[config.mk]
export PLATFORM = sky130hd
export DESIGN_NAME = magic_cube_state_collect
export DESIGN_NICKNAME = d
export VERILOG_FILES = /design/src/rtl/magic_cube_state_collect.sv
export SDC_FILE = /design/constraint.sdc
export NUM_CORES = 1
export LEC_CHECK = 0
export BUFFER_PORTS_ARGS = -buffer_cell sky130_fd_sc_hd__buf_2
export CAP_MARGIN = 0
export CORE_ASPECT_RATIO = 0.6
export CORE_MARGIN = 2
export CORE_UTILIZATION = 50
export CTS_BUF_LIST = sky130_fd_sc_hd__clkbuf_4 sky130_fd_sc_hd__clkbuf_8
export CTS_CLUSTER_SIZE = 8
export DETAILED_ROUTE_END_ITERATION = 8
export GPL_ROUTABILITY_DRIVEN = 0
export GPL_TIMING_DRIVEN = 1
export PLACE_DENSITY = 0.81
export SLEW_MARGIN = 25
export SYNTH_ARGS = -nofsm -noshare
export SYNTH_HDL_FRONTEND = slang
export SYNTH_SLANG_ARGS = --single-unit
[constraint.sdc]
create_clock -name clk -period 15.77 [get_ports clk]
set_clock_uncertainty 0.15 [all_clocks]
set_input_delay 3.154 -clock clk [delete_from_list [all_inputs] [get_ports clk]]
set_output_delay 3.154 -clock clk [all_outputs]
set_load 0.01 [all_outputs]
[src/rtl/magic_cube_state_collect.sv]
// Collects six 27-bit cube sides into a 162-bit cube state, then scans all 54
// facelets into a per-colour histogram and flags whether the cube is legal.
module magic_cube_state_collect #(
    localparam int unsigned NUM_SIDES    = 6,
    localparam int unsigned FACELETS     = 9,
    localparam int unsigned COLOR_W      = 3,
    localparam int unsigned EXPECT_COUNT = 9,
    localparam int unsigned SIDE_W       = FACELETS * COLOR_W,
    localparam int unsigned STATE_W      = NUM_SIDES * SIDE_W,
    localparam int unsigned NUM_FACES    = NUM_SIDES * FACELETS,
    localparam int unsigned IDX_W        = $clog2(NUM_FACES),
    localparam int unsigned CNT_W        = $clog2(NUM_FACES + 1),
    localparam int unsigned OFS_W        = $clog2(STATE_W)
) (
    input  logic                 clk,
    input  logic                 rst,
    input  logic                 enable,
    input  logic                 abort,
    input  logic                 side_valid,
    input  logic [2:0]           side_index,
    input  logic [SIDE_W-1:0]    oneside_din,
    output logic [STATE_W-1:0]   cube_state,
    output logic [NUM_SIDES-1:0] side_mask,
    output logic                 busy,
    output logic                 cube_valid,
    output logic                 color_error,
    output logic                 index_error,
    output logic                 done
);

    typedef enum logic [2:0] {S_IDLE, S_COLLECT, S_SCAN, S_EVAL, S_DONE} state_t;

    state_t                 r_state, w_next;
    logic [STATE_W-1:0]     r_cube_state;
    logic [NUM_SIDES-1:0]   r_side_mask, w_mask_next, w_side_onehot;
    logic [CNT_W-1:0]       r_hist [NUM_SIDES];
    logic [IDX_W-1:0]       r_scan_idx;
    logic                   r_bad, r_busy, r_cube_valid, r_color_error, r_index_error, r_done;
    logic                   w_start, w_accept, w_idx_err, w_scan_step, w_scan_start, w_eval, w_abort_busy;
    logic                   w_side_ok, w_last_idx, w_hist_ok;
    logic [OFS_W-1:0]       w_bit_ofs;
    logic [COLOR_W-1:0]     w_face;

    assign w_side_onehot = NUM_SIDES'(1) << side_index;
    assign w_side_ok     = side_valid && (side_index < 3'(NUM_SIDES));
    assign w_mask_next   = r_side_mask | (w_side_ok ? w_side_onehot : '0);
    assign w_last_idx    = (r_scan_idx == IDX_W'(NUM_FACES - 1));
    // Sides are 9 facelets of 3 bits, so facelet idx sits at bit 3*idx.
    assign w_bit_ofs     = OFS_W'(r_scan_idx) * OFS_W'(COLOR_W);
    assign w_face        = r_cube_state[w_bit_ofs +: COLOR_W];

    always_comb begin
        w_hist_ok = 1'b1;
        for (int c = 0; c < NUM_SIDES; c++) begin
            if (r_hist[c] != CNT_W'(EXPECT_COUNT)) w_hist_ok = 1'b0;
        end
    end

    always_ff @(posedge clk or posedge rst) begin
        if (rst) r_state <= S_IDLE;
        else     r_state <= w_next;
    end

    always_comb begin
        w_next       = r_state;
        w_start      = 1'b0;
        w_accept     = 1'b0;
        w_idx_err    = 1'b0;
        w_scan_step  = 1'b0;
        w_scan_start = 1'b0;
        w_eval       = 1'b0;
        w_abort_busy = 1'b0;
        case (r_state)
            S_IDLE: begin
                if (enable) begin
                    w_start = 1'b1;
                    w_next  = S_COLLECT;
                end
            end
            S_COLLECT: begin
                if (side_valid) begin
                    w_accept  = w_side_ok;
                    w_idx_err = !w_side_ok;
                end
                if (&w_mask_next) begin
                    w_scan_start = 1'b1;
                    w_next       = S_SCAN;
                end
            end
            S_SCAN: begin
                w_scan_step = 1'b1;
                if (w_last_idx) w_next = S_EVAL;
            end
            S_EVAL: begin
                w_eval = 1'b1;
                w_next = S_DONE;
            end
            S_DONE:  w_next = S_IDLE;
            default: w_next = S_IDLE;
        endcase
        // Abort wins over every other request in the same cycle.
        if (abort) begin
            w_next       = S_IDLE;
            w_start      = 1'b0;
            w_accept     = 1'b0;
            w_idx_err    = 1'b0;
            w_scan_step  = 1'b0;
            w_scan_start = 1'b0;
            w_eval       = 1'b0;
            w_abort_busy = (r_state != S_IDLE);
        end
    end

    always_ff @(posedge clk or posedge rst) begin
        if (rst) begin
            r_cube_state  <= '1;
            r_side_mask   <= '0;
            r_cube_valid  <= 1'b0;
            r_color_error <= 1'b0;
            r_index_error <= 1'b0;
            r_busy        <= 1'b0;
            r_done        <= 1'b0;
        end else begin
            if (w_start) begin
                r_cube_state  <= '1;
                r_side_mask   <= '0;
                r_cube_valid  <= 1'b0;
                r_color_error <= 1'b0;
                r_index_error <= 1'b0;
            end
            if (w_accept) begin
                for (int s = 0; s < NUM_SIDES; s++) begin
                    if (side_index == 3'(s)) r_cube_state[s*SIDE_W +: SIDE_W] <= oneside_din;
                end
                r_side_mask <= w_mask_next;
            end
            if (w_idx_err)    r_index_error <= 1'b1;
            if (w_abort_busy) r_cube_valid  <= 1'b0;
            if (w_eval) begin
                r_cube_valid  <= !r_bad && w_hist_ok && !r_index_error;
                r_color_error <= !(!r_bad && w_hist_ok && !r_index_error);
            end
            r_busy <= (w_next != S_IDLE);
            r_done <= (w_next == S_DONE);
        end
    end

    // Facelet scan: one facelet per cycle into saturating colour counters.
    always_ff @(posedge clk or posedge rst) begin
        if (rst) begin
            r_scan_idx <= '0;
            r_bad      <= 1'b0;
            for (int c = 0; c < NUM_SIDES; c++) r_hist[c] <= '0;
        end else begin
            if (w_start) begin
                r_bad <= 1'b0;
                for (int c = 0; c < NUM_SIDES; c++) r_hist[c] <= '0;
            end
            if (w_start || w_scan_start) r_scan_idx <= '0;
            if (w_scan_step) begin
                if (w_face < COLOR_W'(NUM_SIDES)) begin
                    for (int c = 0; c < NUM_SIDES; c++) begin
                        if (w_face == COLOR_W'(c) && r_hist[c] != CNT_W'(NUM_FACES))
                            r_hist[c] <= r_hist[c] + CNT_W'(1);
                    end
                end else begin
                    r_bad <= 1'b1;
                end
                if (!w_last_idx) r_scan_idx <= r_scan_idx + IDX_W'(1);
            end
        end
    end

    assign cube_state  = r_cube_state;
    assign side_mask   = r_side_mask;
    assign busy        = r_busy;
    assign cube_valid  = r_cube_valid;
    assign color_error = r_color_error;
    assign index_error = r_index_error;
    assign done        = r_done;

endmodule

==> results of run 1 <==
## per-layer routing
metal,vias to the layer above,track usage (%)
met5,-,3.05
met4,2,11.1
met3,82,12.1
met2,559,42.1
met1,4926,43.7
li1,4506,-
## registers in the layout (all words and copies together), names as in the netlist
name / count
cube_state: 162
r_hist: 36
r_scan_idx: 6
side_mask: 6
r_state: 3
busy: 1
color_error: 1
cube_valid: 1
done: 1
index_error: 1
r_bad: 1
## power by group through the flow
| stage | Combinational (mW) | Sequential, mW | Clock [mW] |
|---|---|---|---|
| 2_1_floorplan | 0.0446 | 0.622 | 0 |
| 3_3_place_gp | 0.102 | 0.617 | 0 |
| 3_5_place_dp | 0.103 | 0.618 | 0 |
| 4_1_cts | 0.103 | 0.610 | 0.502 |
| 5_1_grt | 0.115 | 0.612 | 0.530 |
| 6_report | 0.106 | 0.611 | 0.497 |
## path summary, 6_finish.rpt
check                           slack [ns]                   endpoint                     from  depth (start not counted)
worst max register to register       11.63       r_hist[14]$_DFF_PP0_  r_scan_idx[1]$_DFF_PP0_                          9
min in group asynchronous             2.50       r_hist[10]$_DFF_PP0_                      rst                          2
max in group asynchronous            11.90       r_hist[32]$_DFF_PP0_                      rst                          3
worst max-delay path                 10.61  cube_state[131]$_DFF_PP1_                    abort                          7
worst min-delay path                  0.36       r_hist[23]$_DFF_PP0_     r_hist[23]$_DFF_PP0_                          1
worst min register to register        0.36       r_hist[23]$_DFF_PP0_     r_hist[23]$_DFF_PP0_                          1
## layout make-up
cell class	instances	area [um2]	share of cell area (%)
Clock buffer	56	664	5.02
Clock inverter	3	21.3	0.161
Inverter	22	90.1	0.680
Multi-Input combinational cell	884	5230	39.5
Sequential cell	219	5690	43.0
Tap cell	308	385	2.91
Timing Repair Buffer	218	1160	8.78
## kinds of logic after synthesis
logic type	Yosys count	share of synthesized area (%)
simple gates	533	20.6
xor+xnor	2	0.155
fa+ha+maj	20	2.21
buf+inv	99	3.99
flops	219	50.1
mux	84	10.5
compound gates	245	12.4
## worst register-to-register path, delay by kind of cell (launching register included)
kind	cells	cell delay, ns
DFF	1	0.62
AOI/OAI and AO/OA	3	0.65
buffers and inverters	1	0.64
muxes	3	1.15
and+or+nand+nor	2	0.86
## cell usage in the layout (no fill, tap or decap), types with 4 or more instances in the layout
master	instances
dfrtp_1	54
a211oi_1	6
a31oi_1	5
nand4_1	18
nand2_1	144
mux2i_1	41
nor3_1	10
o211ai_1	7
and3_1	4
buf_2	207
inv_1	21
clkbuf_4	17
ha_1	20
nor2_1	266
o22ai_1	5
o31ai_1	6
clkbuf_8	39
dfstp_2	162
nand2b_1	5
buf_4	8
nor2b_1	19
nor4b_1	6
mux2_2	17
a21oi_1	88
and2_1	6
mux4_2	23
or4_1	5
nand3_1	25
o21ai_0	99
## metrics by stage
stage,hold WS [ns],power (mW)
2_1_floorplan,0.300,0.666
3_3_place_gp,0.337,0.719
3_5_place_dp,0.343,0.721
4_1_cts,0.353,1.22
5_1_grt,0.377,1.26
6_report,0.357,1.21
==> impl_results.md, run 1 <==
- Num rows: between 40 and 50
- CTS Sinks: between 200 and 250
- Gr ovfl total: 0
- Final core utilization: around 60%
- Fin cells: around 1700
- Internal power: roughly 0.89 mW
- First-pass GRT wire length: 54.8 mm
- Dpl ws: 9.89 ns
- CP Max Fanout: 75
- Count leader, synth: nor2_1
- Vias: 10100
- Final period utilization: between 30 and 40%
- Io pins: 208
- Post_cts resized: 0
- Post-synth top area share: around 38%
- Gate Count Post-Synth: about 1200
- Initial DRC Count: between 1000 and 1500
- Slew margin rel.: 28.9%
- Max Cap Violations: 0
- Fmax: 194 MHz
- Worst-margin pin slew: between 1 and 1.5 ns
- Synth Warn #: 0
- RSZ-0062 raised after global routing: false
- Fin crit period: ~5.2 ns
- CP Capture Type: flop
- Cell mode on critical path: nor2_1
- Ranking of synthesized cells by area: dfstp_2 (38%), dfrtp_1 (13%), nor2_1 (8.8%), nand2_1 (4.8%), mux4_2 (4.6%)
- CP max stage delay: a little under 0.8 ns
- PD cells: 91.7 nW/um2
- Area leader, netlist: dfstp_2
- Clock slew at reported path FFs: about 0.06 ns
- Post-Syn Area per Cell: between 9 and 10 um2
- Initial antenna violation count: 1
- CP top delay family: simple AND/OR/NAND/NOR gates
- Setup ws final: roughly 11 ns
- Hold Buf Count CTS: 0
- Met3 wire length: roughly 4.7 mm
- Setup TNS: 0 ns
- Buffers on Ports: 207
- CTS Buffer Depth: 3
- Post-synthesis sequential area ratio: about half
- Clock Latency Late Sink: approximately 0.56 ns
- Top post-synthesis cells by count: nor2_1 (266), dfstp_2 (162), nand2_1 (146)
- Antenna Nets Post-Route: 0
- # placed instances: between 1500 and 2000
- Clk network pwr share: 41.0%
- WL per Instance: 21.3 um
- Total GRT Usage: around 31%
- CTS tree: done
- Starting Density: approximately half
- #FFs+latches synth: about 220
- Post-synth ARST share: between 90% and 100%
- Core ar.: approximately 22000 um2
- Number of flops mapped to enable cells by yosys: 0
- Drt pass-1 iters: 6
- Number of remaining DRC errors: 0
- Area Overhead vs Synth: 16.7%
- Final setup vio count: 0
- Switching pwr: 0.320 mW
- VDD IR max: around 0.064 mV
- Chip height: between 100 and 150 um
- Post-synth cell types: slightly below 70
- Status: complete, no violations
- Largest net degree at the start of global routing: 140
- Hold Fails Final Rpt: 0
- M1 WL: approximately 15 mm
- Cell area after layout: around 13000 um2
- Comb power frac: under 10%
- Layout cells sized above 1: roughly 36%
- Post-DR vias/cell: between 5 and 6
- Num CTS Buffers: 35
- Slowest cell on crit path: and3_4
- Critical path type: input port to flop
- Hpwl dp: approximately 25 mm
- Hold crit path type: flop to flop
- Die Width: 198 um
- Post-CTS setup buffers: 0
- Final Slew Violations: 0
- Worst-path cell chain: buf_2 -> nor2_1 -> and3_4 -> buf_4 -> buf_16 -> nor2_1 -> a21oi_1
- Post-Syn Nets: around 1300
- Pleak: roughly 5.2 nW
- Nets: roughly 1400
- Worst Path Required: between 15 and 20 ns
- Seq pwr share: 50.3%
- Vias in the first global route: approximately 9000
- Top FF cell, synth: dfstp_2
- Drt total wl: roughly 36 mm
- Placed cell area: between 10000 and 15000 um2
- Die Area: 23900 um2
- DR top layer: met5
- Antenna Cells: 0
- CP bufs+invs: 3
- Metal2 WL: approximately 15 mm
- Crit path DAT: around 5.5 ns
- H-tree depth: 2
- Critical path startpoint category: input port
- Sw frac: a little over a quarter
- Root Driver: clkbuf_8
- Layout fillers: around 1900
- Synth Cell Area: 11300 um2
Power figures use the tool's default switching activity.
==> inputs of run 2 (changes only) <==
- ABC_AREA: default -> 1
- PLACE_DENSITY: 0.81 -> 0.84
- clock period: 15.77 -> 4.3 ns (I/O delays scaled with it)
==> run 2 against run 1 <==
Against the previous run:
- worst setup slack worse by 9.6 ns
- hold slack got worse by 0.0047 ns
- synthesized area rose by 1.1%
- clock power rose to 3.4 times the previous value
- synthesized cell count is 17% higher
- sequential power grew to 3.6 times the previous value
- critical endpoint is now r_hist[12]$_DFF_PP0_
- highest routed layer is now met4
==> impl_results.md, run 2 <==
- Status: complete, no violations
- Post-Syn Area per Cell: 8.16 um2 (-14%)
- Dpl ws: 1.10 ns (-8.79 ns)
- Synth Cell Area: 11500 um2 (+1.1%)
- Final setup vio count: 0 (unchanged)
- Reg2Reg Depth: 12 (+3)
- Setup ws final: 0.978 ns (-9.63 ns)
- Cell area after layout: 13300 um2 (+0.65%)
- Hpwl dp: 26.4 mm (+5.9%)
- Clock Latency Late Sink: 0.52 ns (-0.04 ns)
- Nets: 1663 (+16%)
- Final period utilization: about 77%
- Final Slew Violations: 0 (unchanged)
- Met3 usage: 11.8% (-0.35 points)
- Die Area: 24200 um2 (+1.1%)
- Worst-path cell chain: inv_4 -> o21ai_0 -> o21ai_0 -> a21oi_1 -> nand2_1 -> nand3_2 -> nand2_4 -> nand2_2 -> nor2_4 -> nand2_2 -> nand3_1 -> nand2_1
- Sw frac: 25.6% (-0.75 points)
- CTS tree: done
- Initial DRC Count: 1507 (+49%)
- Gate Count Post-Synth: 1406 (+17%)
- Worst Path Required: 4.56 ns (-11.51 ns)
- Max reg flops: 162 (unchanged)
- Clk network pwr share: 40.6% (-0.4 points)
- Crit path depth: 12 (+5)
- CTS Sinks: 219 (unchanged)
- Internal power: 3.13 mW (+250%)
- Drt total wl: 37.3 mm (+2.3%)
- Number of flops mapped to enable cells by yosys: 0 (unchanged)
- CP Capture Type: flop
- Area leader, netlist: dfstp_2
- Chip height: 121 um (+0.54%)
- Crit path DAT: 3.58 ns (-1.88 ns)
- Layout fillers: 1957 (+3.7%)
- Area Overhead vs Synth: 16.2%
- Placed cell area: 12700 um2 (+1.7%)
- Antenna Nets Post-Route: 0 (unchanged)
- Post-DR vias/cell: 5.72 (-2.8%)
- Post_cts resized: 0 (unchanged)
- First-pass GRT wire length: 58.1 mm (+6.1%)
- Top FF cell, synth: dfstp_2
- Slew margin rel.: 46.0% (+17 points)
- Root Driver: clkbuf_8
- #FFs+latches synth: 219 (unchanged)
- Post-synth top area share: 37.1% (-0.41 points)
- Pleak: 6.11 nW (+17%)
- Setup TNS: 0 ns (unchanged)
- RSZ-0062 raised after global routing: false
- CP max stage delay: 0.70 ns (-0.08 ns)
- Comb power frac: 7.6% (-1.1 points)
- Cell depth of the worst hold path: 1 (unchanged)
- Switching pwr: 1.08 mW (+240%)
- Busiest layer in global routing: met1
- Vias: 11100 (+9.8%)
- Buffers on Ports: 207 (unchanged)
- Post-Syn Nets: 1461 (+16%)
- Clock slew at reported path FFs: 0.07 ns (about the same)
- Met2 global-route usage: 42.7% (+0.62 points)
- Num rows: 42 (unchanged)
- Hold Fails Final Rpt: 0 (unchanged)
- Slowest cell on crit path: inv_4
- Hold Buf Count CTS: 0 (unchanged)
- CTS Buffer Depth: 3 (unchanged)
- Seq pwr share: 51.7% (+1.4 points)
- H-tree depth: 2 (unchanged)
- Io pins: 208 (unchanged)
- Critical path type: flop to flop
- Drt pass-1 iters: 8 (+2)
- Starting Density: 51.5% (+0.33 points)
- CP top delay family: simple AND/OR/NAND/NOR gates
- Commonest non-fill, non-tap cells in the layout: nand2_1 (291), inv_1 (271), buf_2 (207)
- Ranking of synthesized cells by area: dfstp_2 (37%), dfrtp_1 (12%), nand2_1 (9.5%), o22ai_1 (9.3%), inv_1 (8.9%)
- PD cells: 315 nW/um2 (+240%)
- Routing usage on met1: 46.5% (+2.8 points)
- Antenna Cells: 0 (unchanged)
- Initial antenna violation count: 0 (-1)
- Layout cells sized above 1: 29.5% (-6.5 points)
- Synth Warn #: 0 (unchanged)
- Post-CTS setup buffers: 0 (unchanged)
- Post-synthesis sequential area ratio: 49.6% (-0.55 points)
- Top post-synthesis cells by count: nand2_1 (291), inv_1 (272), o22ai_1 (171)
- Number of remaining DRC errors: 0 (unchanged)
- Num CTS Buffers: 34 (-2.9%)
- # placed instances: 1880 (+14%)
- WL per Instance: 19.3 um (-9.5%)
- VDD IR max: 0.221 mV (+240%)
- Vias in the first global route: 10300 (+12%)
- Fin cells: 1933 (+13%)
- Total GRT Usage: 31.3% (+0.48 points)
- Worst-margin pin slew: 0.809 ns (-0.243 ns)
- Hold crit path type: flop to flop
- CP bufs+invs: 1 (-2)
- Post-synth ARST share: 100% (unchanged)
- Die Width: 200 um (+0.54%)
- CP Max Fanout: 79 (+5.3%)
- Fmax: about 300 MHz
- Total Power: 4.20 mW (+250%)
- Fin crit period: ~3.3 ns
- Gr ovfl total: 0 (unchanged)
- Most common cell after layout, fill and taps aside: nand2_1
- Largest net degree at the start of global routing: 80 (-43%)
- Core ar.: 22300 um2 (+0.47%)
- Critical path startpoint category: flop
- Post-synth cell types: 39 (-43%)
- Count leader, synth: nand2_1
- Max Cap Violations: 0 (unchanged)
-- run 2: cell count changes in the layout (fill, tap and decap cells not counted), moves of 47 or more --
cell	before	now
nor2_1	266	96
inv_1	21	271
o21ai_0	99	47
a21oi_1	88	22
o22ai_1	5	171
nand2_1	144	291
nand3_1	25	72
-- run 2: area by class of cell --
class | instances | area [um2] | area share (%)
Tap cell | 308 | 385 | 2.89
Timing Repair Buffer | 225 | 1200 | 8.98
Inverter | 278 | 1050 | 7.88
Sequential cell | 219 | 5690 | 42.7
Clock inverter | 1 | 7.51 | 0.0563
Clock buffer | 52 | 616 | 4.62
Multi-Input combinational cell | 850 | 4390 | 32.9
-- run 2: final timing paths --
| path | from | to | slack, ns |
|---|---|---|---|
| setup / recovery | r_scan_idx[0]$_DFF_PP0_ | r_hist[12]$_DFF_PP0_ | 0.98 |
| hold / removal | r_state[2]$_DFF_PP0_ | done$_DFF_PP0_ | 0.35 |
| setup reg to reg | r_scan_idx[0]$_DFF_PP0_ | r_hist[12]$_DFF_PP0_ | 0.98 |
| hold reg to reg | r_state[2]$_DFF_PP0_ | done$_DFF_PP0_ | 0.35 |
| max in group asynchronous | rst | cube_state[77]$_DFF_PP1_ | 2.92 |
| min in group asynchronous | rst | cube_state[146]$_DFF_PP1_ | 0.56 |
-- run 2: through the flow --
step                hold slack [ns]  utilization [%]
floorplan                     0.307                -
global placement              0.342             57.0
detailed placement            0.342             57.0
CTS                           0.360             59.8
global route                  0.380             59.8
finish                        0.352             59.8
-- run 2: kinds of logic (layout without fill, tap and decap cells) --
group,count (synthesis),after routing,synth area share [%]
xor+xnor,26,26,1.99
flops,219,219,49.6
compound gates,281,281,14.3
simple gates,523,523,19.8
fa+ha+maj,20,20,2.18
buf+inv,337,556,12.2
-- run 2: routing by layer --
layer  vias up  share of wire [%]  wire, um
li1       4947                  -         -
met1      5209                 42     15500
met2       823                 40     14800
met3        87                 17      6240
met4         0                2.0       746
met5         -                  0         0
-- run 2: power groups by stage --
stage	Combinational [mW]	Sequential [mW]	Clock (mW)
floorplan	0.145	2.21	0
global placement	0.308	2.20	0
detailed placement	0.313	2.20	0
CTS	0.315	2.17	1.72
global route	0.347	2.18	1.81
finish	0.320	2.17	1.71
